===== src/rtl/y86_pkg.sv =====
// rtl/y86_pkg.sv - Y86-64 shared constants, status codes and sequencer state type
// Purpose: icode values, processor status encodings and the SEQ sequencer state
// enum shared by the sequencer and its icode classifier.
// Ports: none (package).
package y86_pkg;

    localparam logic [3:0] IHALT   = 4'h0;
    localparam logic [3:0] INOP    = 4'h1;
    localparam logic [3:0] IRRMOVQ = 4'h2;
    localparam logic [3:0] IIRMOVQ = 4'h3;
    localparam logic [3:0] IRMMOVQ = 4'h4;
    localparam logic [3:0] IMRMOVQ = 4'h5;
    localparam logic [3:0] IOPQ    = 4'h6;
    localparam logic [3:0] IJXX    = 4'h7;
    localparam logic [3:0] ICALL   = 4'h8;
    localparam logic [3:0] IRET    = 4'h9;
    localparam logic [3:0] IPUSHQ  = 4'hA;
    localparam logic [3:0] IPOPQ   = 4'hB;

    localparam logic [2:0] SAOK = 3'd1;
    localparam logic [2:0] SHLT = 3'd2;
    localparam logic [2:0] SADR = 3'd3;
    localparam logic [2:0] SINS = 3'd4;

    typedef enum logic [2:0] {
        S_IDLE    = 3'd0,
        S_FETCH   = 3'd1,
        S_DECODE  = 3'd2,
        S_EXECUTE = 3'd3,
        S_MEMORY  = 3'd4,
        S_WRBACK  = 3'd5,
        S_PCUPD   = 3'd6,
        S_HALT    = 3'd7
    } state_t;

    // Every code above IPOPQ is an illegal instruction.
    function automatic logic icode_valid(input logic [3:0] ic);
        return (ic <= IPOPQ);
    endfunction

endpackage


===== src/rtl/y86_icode_class.sv =====
// rtl/y86_icode_class.sv - combinational classification of a Y86-64 icode
// Purpose: decode an instruction code into the control properties the
// sequencer needs in EXECUTE, MEMORY and WRBACK.
// Ports:
//   i_icode      instruction code
//   o_valid      code is a defined instruction
//   o_needs_mem  instruction accesses data memory
//   o_mem_write  the access is a write (only meaningful with o_needs_mem)
//   o_writes_e   instruction writes valE to dstE (rrmovq still cnd-qualified)
//   o_writes_m   instruction writes valM to dstM
//   o_sets_cc    instruction updates the condition codes
module y86_icode_class
    import y86_pkg::*;
(
    input  logic [3:0] i_icode,
    output logic       o_valid,
    output logic       o_needs_mem,
    output logic       o_mem_write,
    output logic       o_writes_e,
    output logic       o_writes_m,
    output logic       o_sets_cc
);

    always_comb begin
        o_valid     = icode_valid(i_icode);
        o_needs_mem = 1'b0;
        o_mem_write = 1'b0;
        o_writes_e  = 1'b0;
        o_writes_m  = 1'b0;
        o_sets_cc   = 1'b0;
        case (i_icode)
            IRRMOVQ: o_writes_e = 1'b1;
            IIRMOVQ: o_writes_e = 1'b1;
            IRMMOVQ: begin
                o_needs_mem = 1'b1;
                o_mem_write = 1'b1;
            end
            IMRMOVQ: begin
                o_needs_mem = 1'b1;
                o_writes_m  = 1'b1;
            end
            IOPQ: begin
                o_writes_e = 1'b1;
                o_sets_cc  = 1'b1;
            end
            ICALL: begin
                o_needs_mem = 1'b1;
                o_mem_write = 1'b1;
                o_writes_e  = 1'b1;
            end
            IRET: begin
                o_needs_mem = 1'b1;
                o_writes_e  = 1'b1;
            end
            IPUSHQ: begin
                o_needs_mem = 1'b1;
                o_mem_write = 1'b1;
                o_writes_e  = 1'b1;
            end
            IPOPQ: begin
                o_needs_mem = 1'b1;
                o_writes_e  = 1'b1;
                o_writes_m  = 1'b1;
            end
            default: ;
        endcase
    end

endmodule


===== src/rtl/y86_seq_ctrl.sv =====
// rtl/y86_seq_ctrl.sv - multi-cycle sequencer for the Y86-64 SEQ datapath
// Purpose: steps fetch/decode/execute/memory/write-back/PC-update one stage per
// clock, handshakes with instruction and data memory, generates the CC, RF
// and PC write enables, tracks processor status and counts retired
// instructions.
// Ports:
//   clk, rst_n                 clock, asynchronous active-low reset
//   start                      leave IDLE when high
//   imem_req/imem_ack          instruction fetch handshake
//   icode, ifun, imem_error    fetch results, valid with imem_ack
//   cnd                        condition result from execute
//   dmem_req/dmem_wr/dmem_ack  data memory handshake, dmem_wr = write
//   dmem_error                 data address error, valid with dmem_ack
//   cc_we, rf_we_e, rf_we_m    condition-code and register-file write enables
//   pc_we                      PC register write enable
//   stage                      current state encoding
//   stat                       1 AOK, 2 HLT, 3 ADR, 4 INS
//   halted                     high in HALT
//   retired                    completed-instruction count
module y86_seq_ctrl
    import y86_pkg::*;
#(
    parameter int CNT_W = 32
) (
    input  logic             clk,
    input  logic             rst_n,
    input  logic             start,
    output logic             imem_req,
    input  logic             imem_ack,
    input  logic [3:0]       icode,
    input  logic [3:0]       ifun,
    input  logic             imem_error,
    input  logic             cnd,
    output logic             dmem_req,
    output logic             dmem_wr,
    input  logic             dmem_ack,
    input  logic             dmem_error,
    output logic             cc_we,
    output logic             rf_we_e,
    output logic             rf_we_m,
    output logic             pc_we,
    output logic [2:0]       stage,
    output logic [2:0]       stat,
    output logic             halted,
    output logic [CNT_W-1:0] retired
);

    state_t           r_state;
    logic [3:0]       r_icode;
    logic [3:0]       r_ifun;
    logic             r_cnd;
    logic [2:0]       r_stat;
    logic [CNT_W-1:0] r_retired;
    logic             r_imem_req;
    logic             r_dmem_req;
    logic             r_dmem_wr;
    logic             r_cc_we;
    logic             r_rf_we_e;
    logic             r_rf_we_m;
    logic             r_pc_we;

    logic w_valid;
    logic w_needs_mem;
    logic w_mem_write;
    logic w_writes_e;
    logic w_writes_m;
    logic w_sets_cc;
    logic w_cmov_ok;
    logic w_mem_done;

    // Classification always works on the latched icode so that no enable
    // follows the live fetch bus after FETCH.
    y86_icode_class u_class (
        .i_icode     (r_icode),
        .o_valid     (w_valid),
        .o_needs_mem (w_needs_mem),
        .o_mem_write (w_mem_write),
        .o_writes_e  (w_writes_e),
        .o_writes_m  (w_writes_m),
        .o_sets_cc   (w_sets_cc)
    );

    // rrmovq (ifun 0) always moves; cmovXX moves only when the condition held.
    assign w_cmov_ok  = (r_ifun == 4'h0) || r_cnd;

    // An ack only counts while our own request is up.
    assign w_mem_done = !w_needs_mem || (r_dmem_req && dmem_ack);

    always_ff @(posedge clk or negedge rst_n) begin
        if (!rst_n) begin
            r_state    <= S_IDLE;
            r_icode    <= 4'h0;
            r_ifun     <= 4'h0;
            r_cnd      <= 1'b0;
            r_stat     <= SAOK;
            r_retired  <= '0;
            r_imem_req <= 1'b0;
            r_dmem_req <= 1'b0;
            r_dmem_wr  <= 1'b0;
            r_cc_we    <= 1'b0;
            r_rf_we_e  <= 1'b0;
            r_rf_we_m  <= 1'b0;
            r_pc_we    <= 1'b0;
        end else begin
            // Write enables are single-cycle pulses unless set below.
            r_cc_we   <= 1'b0;
            r_rf_we_e <= 1'b0;
            r_rf_we_m <= 1'b0;
            r_pc_we   <= 1'b0;
            case (r_state)
                S_IDLE: begin
                    if (start) begin
                        r_state    <= S_FETCH;
                        r_imem_req <= 1'b1;
                    end
                end
                S_FETCH: begin
                    if (r_imem_req && imem_ack) begin
                        r_imem_req <= 1'b0;
                        r_icode    <= icode;
                        r_ifun     <= ifun;
                        if (imem_error) begin
                            r_stat  <= SADR;
                            r_state <= S_HALT;
                        end else if (!icode_valid(icode)) begin
                            r_stat  <= SINS;
                            r_state <= S_HALT;
                        end else if (icode == IHALT) begin
                            r_stat  <= SHLT;
                            r_state <= S_HALT;
                        end else begin
                            r_state <= S_DECODE;
                        end
                    end
                end
                S_DECODE: begin
                    r_state <= S_EXECUTE;
                    r_cc_we <= w_sets_cc && w_valid;
                end
                S_EXECUTE: begin
                    r_state    <= S_MEMORY;
                    r_cnd      <= cnd;
                    r_dmem_req <= w_needs_mem;
                    r_dmem_wr  <= w_mem_write;
                end
                S_MEMORY: begin
                    if (w_mem_done) begin
                        r_dmem_req <= 1'b0;
                        r_dmem_wr  <= 1'b0;
                        if (w_needs_mem && dmem_error) begin
                            r_stat  <= SADR;
                            r_state <= S_HALT;
                        end else begin
                            r_state   <= S_WRBACK;
                            r_rf_we_e <= w_writes_e && ((r_icode != IRRMOVQ) || w_cmov_ok);
                            r_rf_we_m <= w_writes_m;
                        end
                    end
                end
                S_WRBACK: begin
                    r_state <= S_PCUPD;
                    r_pc_we <= 1'b1;
                end
                S_PCUPD: begin
                    r_state    <= S_FETCH;
                    r_retired  <= r_retired + CNT_W'(1);
                    r_imem_req <= 1'b1;
                end
                S_HALT: begin
                    r_state <= S_HALT;
                end
                default: begin
                    r_state <= S_HALT;
                end
            endcase
        end
    end

    assign imem_req = r_imem_req;
    assign dmem_req = r_dmem_req;
    assign dmem_wr  = r_dmem_wr;
    assign cc_we    = r_cc_we;
    assign rf_we_e  = r_rf_we_e;
    assign rf_we_m  = r_rf_we_m;
    assign pc_we    = r_pc_we;
    assign stage    = r_state;
    assign stat     = r_stat;
    assign halted   = (r_state == S_HALT);
    assign retired  = r_retired;

endmodule

===== config.mk =====
export PLATFORM = sky130hd
export DESIGN_NAME = y86_seq_ctrl
export DESIGN_NICKNAME = d
export VERILOG_FILES = /design/src/rtl/y86_pkg.sv /design/src/rtl/y86_icode_class.sv /design/src/rtl/y86_seq_ctrl.sv
export SDC_FILE = /design/constraint.sdc
export NUM_CORES = 1
export LEC_CHECK = 0
export ABC_AREA = 1
export CAP_MARGIN = 10
export CORE_AREA = 2 2 58 101
export CTS_BUF_LIST = sky130_fd_sc_hd__clkbuf_4
export CTS_CLUSTER_SIZE = 16
export DETAILED_ROUTE_END_ITERATION = 7
export DIE_AREA = 0 0 60 103
export PLACE_DENSITY_LB_ADDON = 0.15
export SLEW_MARGIN = 0
export SYNTH_ARGS = -nofsm -noshare
export SYNTH_HDL_FRONTEND = slang
export SYNTH_SLANG_ARGS = --single-unit

===== constraint.sdc =====
create_clock -name clk -period 3.09 [get_ports clk]
set_input_delay 0.309 -clock clk [delete_from_list [all_inputs] [get_ports clk]]
set_output_delay 0.309 -clock clk [all_outputs]
set_load 0.02 [all_outputs]

# Word-level counts from Yosys, hierarchy flattened
# Cells that the tools add are included.
[word_totals]
ff_bits = 54
input_bits = 16
out_inout_bits = 46
[classes]
add_sub_neg = 1
magnitude_cmp = 2
n_eq_ne = 22
n_mux = 34
reduce_logical = 24
[op_table]
columns = ["op", "n"]
rows = [
  ["$mux W3", 12],
  ["$add A32 B1 Y32 const B", 1],
  ["$pmux W3 S8", 1],
  ["$eq A4 B4 Y1 const B", 4],
  ["$mux W1", 16],
  ["$eq A3 B3 Y1 const B", 4],
  ["$eq A4 B3 Y1 const B", 3],
  ["$eq A4 B2 Y1 const B", 2],
  ["$le A4 B4 Y1 const B", 2],
  ["$logic_not A4 Y1", 2],
  ["$ne A2 B2 Y1 const B", 4],
  ["$reduce_or A7 Y1", 1],
  ["$eq A3 B2 Y1 const B", 2],
  ["$pmux W3 S2", 1],
  ["$reduce_and A3 Y1", 2],
  ["$reduce_or A6 Y1", 1],
  ["$logic_and A1 B1 Y1", 5],
  ["$reduce_and A5 Y1", 1],
  ["$ne A4 B2 Y1 const B", 1],
  ["$ne A4 B4 Y1 const B", 1],
  ["$pmux W1 S2", 2],
  ["$reduce_and A2 Y1", 2],
  ["$reduce_bool A2 Y1", 2],
  ["$eq A3 B1 Y1 const B", 1],
  ["8 further kinds", 10],
]

# Depth between registers and ports, before layout
# Gate-level depths: netlist of run 1.
[depth]
depth_word = 7
depth_mapped = 9
mapped_depth_nobuf = 9

# Hierarchy
# A second synthesis of run 1 with hierarchy kept.
[hier_totals]
cells_unflattened = 391
hier_area_um2 = 2937.8
[by_module_without_submodules]
columns = ["module", "n_inst", "cells_per_inst", "area_each_um2", "seq_area_each_um2"]
rows = [
  ["y86_seq_ctrl", 1, 369, 2849.0, 1352.5],
  ["y86_icode_class", 1, 22, 88.8, 0.0],
]

# Least setup slack after synthesis of run 1
# Ideal clock, no wire load.
[synth_timing]
path_kind = "register to register"
start = "reg r_retired[1], in the netlist retired[1]"
end = "reg r_retired[16], in the netlist retired[16]"
setup_time_ns = 0.130
arrival_time_ns = 1.420
required_time_ns = 2.960
slack_ns = 1.539
stages_incl_launch_ff = 8
n_path_buf = 0
period_less_slack_ns = 1.551
path_cell_list = "dfrtp_1 > ha_1 > nand3_1 > inv_1 > nand2_1 > nor2_1 > nand2_1 > xnor2_1"
[synth_between]
elab_chain_cells = 1
[synth_lines]
columns = ["item", "line_no", "text"]
rows = [
  ["start: declaration", "y86_seq_ctrl.sv:53", "logic [CNT_W-1:0] r_retired;"],
  ["start signal: assignment", "y86_seq_ctrl.sv:166", "r_retired <= r_retired + CNT_W'(1);"],
  ["$add A32 B1 Y32", "y86_seq_ctrl.sv:166", ""],
]
# No other way between the ends.
# A chain may end at the register's enable or synchronous reset.

# Worst setup path after layout of run 1
[layout_timing]
start = "reg r_state[0], in the netlist stage[0]"
end = "out halted"
[layout_between]
elab_chain_cells = 1
[layout_lines]
columns = ["item", "line_no", "text"]
rows = [
  ["start: declaration", "y86_seq_ctrl.sv:48", "state_t r_state;"],
  ["start signal: assignment", "y86_seq_ctrl.sv:91", "r_state <= S_IDLE;"],
  ["start signal: assignment", "y86_seq_ctrl.sv:113", "r_state <= S_FETCH;"],
  ["start signal: assignment", "y86_seq_ctrl.sv:124", "r_state <= S_HALT;"],
  ["$eq A3 B3 Y1", "y86_seq_ctrl.sv:188", "assign halted = (r_state == S_HALT);"],
  ["end: declaration", "y86_seq_ctrl.sv:44", "output logic halted,"],
]
# No other way between the ends.

==> out/metrics.cfg, run 1 <==
[yosys]
synth_top_cell_area_share=0.447
ys_seq_area_frac=0.456
ys_types=26
syn_nets=429
synth_cells=412
synthTopCellsByArea=dfrtp_1 (45%), nand2_1 (20%), nor2_1 (7.2%), inv_1 (6.2%), nand3_1 (4.6%)
yosysTopAreaCell=dfrtp_1
netlist_area_um2=2970
syn_avg_cell_area_um2=7.20
ys_warn_count=0
ys_ff_latch=54

[layout]
final_area_um2=3720
layout.cells.non_filler=556
layout_commonest_cell=nand2_1
antennaDiodeCount=0
drive_gt1_frac=0.0500
area_growth_syn_to_layout_pct=25.3
mostFrequentLayoutCells=nand2_1 (155), clkdlybuf4s50_1 (60), nor2_1 (57)
nets=496
final_core_util=0.682

[worst_setup_path]
timing.rr.end=retired[23]$_DFFE_PN0N_
path_buf_inv=2
cpMaxStageDelayCell=clkdlybuf4s50_1
worst_setup_path_end_kind=primary output
critPathKind=reg -> out
worstPathMaxFanout=7
start_kind=flop
crit_chain=inv_2 > nor2_1 > clkdlybuf4s50_1
required_ps=2780
timing.rr.start=stage[0]$_DFFE_PN0P_
r2r_slack_ps=1300
r2r_cells=7
cp_top_family=buffers and inverters
critPathArrivalTime_ps=1840
critPathMaxStageDelay_ps=620

[placed_design]
gp_congestion=0.868
dp.cells=547
port_buffers=61
dp_hpwl_um=5890
dpl_cell_area_um2=3650

[timing]
drv_slew=0
post-route-period-util=0.696
slew_headroom=0.556
fmax_mhz=465
fin_worst_skew_ps=10.8
finalHoldViolCount=0
rsz0062_at_grt=no
layout_min_cycle_time_ps=2150
setup_tns_ps=0
finalSetupViolations=0
tightest_slew_ps=665

[routing]
vias_per_cell=5.10
post-route-drc-count=0
first_iter_violations=103
vias=2834
routedWlPerCell_um=13.4
drt_first_pass_iters=4
ant_nets=0
totalWireLength_um=7460

[global_routing]
grt_overflow=0
gr-usage-all-layers=0.268
grt_pass1_vias=2796
antenna_found_initial=0
grt_pass1_wl_um=12400
grt_max_degree=31

[clock_network]
cts-root-buf=clkbuf_4
clk_latency_ps=360
cts.sinks=54
clk_pin_slew_worst_paths_ps=140
post-cts-setup-buffers=0
cts_buffers=5
cts_buffer_depth=2
cts_resized=0
h-tree-depth=2
cts_tree=done

[power]
p_clk_frac=0.143
seqPwrFrac=0.454
p_leak_nw=1.73
power_density_nw_per_um2=584
p_int_w=0.00128
p_comb_frac=0.403
ir_worst_vdd_mv=0.574
switching_share=0.410
p_switching_w=0.000891

[run_status]
status=finished, final reports clean

[hold_path]
hold_path_depth=3
min_to=r_cnd$_DFFE_PN0P_
hold_path_class=in -> reg
hold_path.startpoint=cnd

[floorplan]
dieHeight_um=103
start_util=0.545
rows=36
die_x_um=60
core-area_um2=5450
dieArea_um2=6180
ios=62

[job]
maxCapViolCount=0

==> worst register-to-register path, delay by kind of cell, from the launching register on <==
family,cells,cell delay (ps)
AND/OR/NAND/NOR,6,1040
flip-flops,1,530
buffers and inverters,1,180
==> metrics by stage <==
| stage | hold WS (ps) | setup slack, ps | total power, W |
|---|---|---|---|
| final | 471 | 939 | 0.00217 |
| after global routing | 469 | 855 | 0.00234 |
| after CTS | 456 | 939 | 0.00218 |
| after detailed placement | 379 | 1350 | 0.00187 |
| after global placement | 382 | 1360 | 0.00185 |
| after floorplan | 13.4 | 1540 | 0.00153 |
==> kinds of logic (layout without fill, tap and decap cells) <==
logic type | after synthesis | in the layout | share of synthesized area
AO/OA/AOI/OAI | 17 | 17 | 0.0333
flip-flops | 54 | 54 | 0.456
AND/OR/NAND/NOR | 269 | 269 | 0.383
XOR/XNOR | 18 | 18 | 0.0531
adder cells (fa/ha/maj) | 1 | 1 | 0.00422
buffers and inverters | 53 | 121 | 0.0704
==> power by group through the flow <==
stage	sequential, W	clock, W	combinational, W
2_1_floorplan	0.00108	0	0.000451
3_3_place_gp	0.000994	0	0.000859
3_5_place_dp	0.00100	0	0.000873
6_report	0.000986	0.000311	0.000877
5_1_grt	0.00101	0.000342	0.000992
4_1_cts	0.000986	0.000317	0.000880
==> cell usage after synthesis <==
master,instances
a21o_1,1
a21oi_1,2
a31oi_1,2
and2_1,1
buf_2,2
buf_6,1
dfrtp_1,53
dfstp_2,1
ha_1,1
inv_1,49
inv_2,1
nand2_1,155
nand2_2,1
nand3_1,27
nand3_2,3
nand3b_1,1
nand4_1,9
nor2_1,57
nor2_2,5
nor2_4,3
nor3_1,7
o211ai_1,2
o21ai_0,9
o21ai_2,1
xnor2_1,8
xor2_1,10
==> repair_timing <==
item / CTS / global route
hold buffers: 1 / 0
setup endpoints to repair: 0 / 0
hold endpoints to repair: 29 / 0
==> state kept, by name, indices dropped and copies added (netlist names) <==
signal    flops
stat          3
cc_we         1
dmem_wr       1
r_icode       4
stage         3
r_ifun        4
rf_we_e       1
imem_req      1
dmem_req      1
retired      32
r_cnd         1
rf_we_m       1
pc_we         1
==> area by class of cell <==
class / instances / area, um^2
clock buffers: 6 / 45.0
multi-input cells: 305 / 1410
repair buffers: 63 / 623
flip-flops and latches: 54 / 1350
well taps: 76 / 95.1
inverters: 50 / 188
fillers: 486 / 1730
clock inverters: 2 / 8.76
==> how the worst max path moves through the flow <==
stage,startpoint,to,slack (ps),cells past startpoint
floorplan,retired[1]$_DFFE_PN0N_,retired[16]$_DFFE_PN0N_,1540,7
global placement,dmem_ack,stat[2]$_DFFE_PN0P_,1360,6
detailed placement,dmem_ack,stat[1]$_DFFE_PN0P_,1350,6
CTS,stage[0]$_DFFE_PN0P_,halted,940,3
global route,stage[0]$_DFFE_PN0P_,halted,850,3
finish,stage[0]$_DFFE_PN0P_,halted,940,3
==> layer usage <==
metal,part of all wire,GRT usage
met1,0.35,0.271
met2,0.57,0.500
met3,0.038,0.0364
met4,0.042,0.156
met5,0,0
(Power assumes the default switching activity.)
==> inputs of run 2 (changes only) <==
- CORE_AREA: 2 2 58 101 -> 2 2 63 110
- DIE_AREA: 0 0 60 103 -> 0 0 65 112
- clock period: 3.09 -> 1.9 ns (I/O delays scaled with it)
==> run 2 against run 1 <==
Non-clock buffer count is 2 higher. Critical path type unchanged. Critical path depth down 2. Critical endpoint is now retired[25]. Register-to-register slack got worse by 1100 ps. Clock-buffer cell count is 1 higher. Sequential power rose by 62%.
==> out/metrics.cfg, run 2 (synthesized netlist as in run 1, its figures left out) <==
[timing]
slew_headroom=0.647
fmax_mhz=564
finalWorstSetupSlack_ps=127
post-route-period-util=0.933
finalSetupViolations=0
fin_worst_skew_ps=16.9
tightest_slew_ps=527
finalHoldViolCount=0
setup_tns_ps=0
rsz0062_at_grt=no
drv_slew=0
layout_min_cycle_time_ps=1770

[power]
p_comb_frac=0.405
p_int_w=0.00212
seqPwrFrac=0.444
p_clk_frac=0.151
ir_worst_vdd_mv=0.901
switching_share=0.412
power_density_nw_per_um2=959
p_switching_w=0.00149
p_leak_nw=1.75

[floorplan]
start_util=0.464
rows=39
dieHeight_um=112
die_x_um=65
ios=62
core-area_um2=6390
dieArea_um2=7280

[worst_setup_path]
r2r_slack_ps=230
required_ps=1710
worstPathMaxFanout=6
path_buf_inv=1
start_kind=flop
critPathArrivalTime_ps=1580
critPathKind=reg -> out
worst_setup_path_end_kind=primary output
crit_chain=clkdlybuf4s50_1
cpMaxStageDelayCell=clkdlybuf4s50_1
critPathMaxStageDelay_ps=660
cp_top_family=buffers and inverters

[clock_network]
cts.sinks=54
clk_pin_slew_worst_paths_ps=160
h-tree-depth=2
cts-root-buf=clkbuf_4
cts_buffer_depth=2
clk_latency_ps=400
cts_tree=done
cts_buffers=5
post-cts-setup-buffers=0

[placed_design]
dpl_cell_area_um2=3690
pre_cts_ws_ps=230
port_buffers=61
gp_congestion=0.917
dp_hpwl_um=6350

[job]
maxCapViolCount=0

[layout]
drive_gt1_frac=0.0560
layout_commonest_cell=nand2_1
fill_cells=625
final_area_um2=3760
mostFrequentLayoutCells=nand2_1 (155), clkdlybuf4s50_1 (59), nor2_1 (57)
final_core_util=0.588
largest_reg_flops=32
antennaDiodeCount=0
nets=498
area_growth_syn_to_layout_pct=26.6

[routing]
routedWlPerCell_um=14.1
totalWireLength_um=7940
drt_first_pass_iters=4
first_iter_violations=163
vias_per_cell=5.13
vias=2894
ant_nets=0
post-route-drc-count=0

[global_routing]
gr-usage-all-layers=0.238
antenna_found_initial=0
grt_overflow=0
grt_pass1_wl_um=13100
grt_max_degree=36
grt_pass1_vias=2954

[hold_path]
hold_path_class=in -> async

[run_status]
status=finished, final reports clean

==> run 2: cell count changes in the layout (fill, tap and decap cells not counted), sizes merged <==
| cell | previous run | this run |
|---|---|---|
| buf | 2 | 4 |
| clkbuf | 6 | 7 |
| clkdlybuf4s50 | 60 | 59 |
| clkinv | 2 | 1 |
| dlygate4sd2 | 0 | 1 |
==> run 2: worst paths after layout <==
kind | end | start | depth (start not counted)
setup / recovery | retired[25] | retired[25]$_DFFE_PN0N_ | 1
hold / removal | retired[14]$_DFFE_PN0N_ | rst_n | 2
setup reg to reg | retired[23]$_DFFE_PN0N_ | stage[2]$_DFFE_PN0P_ | 7
hold reg to reg | stat[0]$_DFFE_PN1P_ | stat[0]$_DFFE_PN1P_ | 2
max in group asynchronous | stat[0]$_DFFE_PN1P_ | rst_n | 3
min in group clk | r_ifun[3]$_DFFE_PN0P_ | ifun[3] | 3
==> run 2: per-layer routing <==
metal,vias to the layer above,track usage,share of wire
met3,26,0.0444,0.049
met5,-,0,0
met1,1342,0.222,0.34
li1,1425,-,-
met4,0,0.139,0.049
met2,101,0.456,0.56
==> run 2: power groups by stage <==
stage | clock [W] | combinational (W) | sequential (W)
CTS | 0.000565 | 0.00147 | 0.00160
global route | 0.000604 | 0.00161 | 0.00164
finish | 0.000543 | 0.00146 | 0.00160
global placement | 0 | 0.00145 | 0.00161
floorplan | 0 | 0.000733 | 0.00175
detailed placement | 0 | 0.00147 | 0.00162
==> run 2: stage by stage <==
stage	cells	hold slack [ps]	power [W]
detailed placement	555	192	0.00309
global route	564	297	0.00385
finish	564	265	0.00360
global placement	555	186	0.00306
floorplan	412	-106	0.00249
CTS	564	273	0.00364
==> run 2: layout make-up <==
type	count	area, um^2	area share
flip-flops and latches	54	1350	0.360
inverters	50	188	0.0500
well taps	82	103	0.0273
clock buffers	7	52.6	0.0140
multi-input cells	305	1410	0.374
clock inverters	1	3.75	0.000999
repair buffers	65	649	0.173
==> run 2: repair_timing <==
action                                 4_1_cts  5_1_grt
setup endpoints to repair                    1        0
endpoints found under the hold margin       19        0
gates resized for setup                      2        0
hold buffers                                 1        0
==> inputs of run 3 (changes only) <==
- SKIP_LAST_GASP: unset -> 1
==> results of run 3 <==
The final DEF is identical to that of run 2; final timing and power are the same.
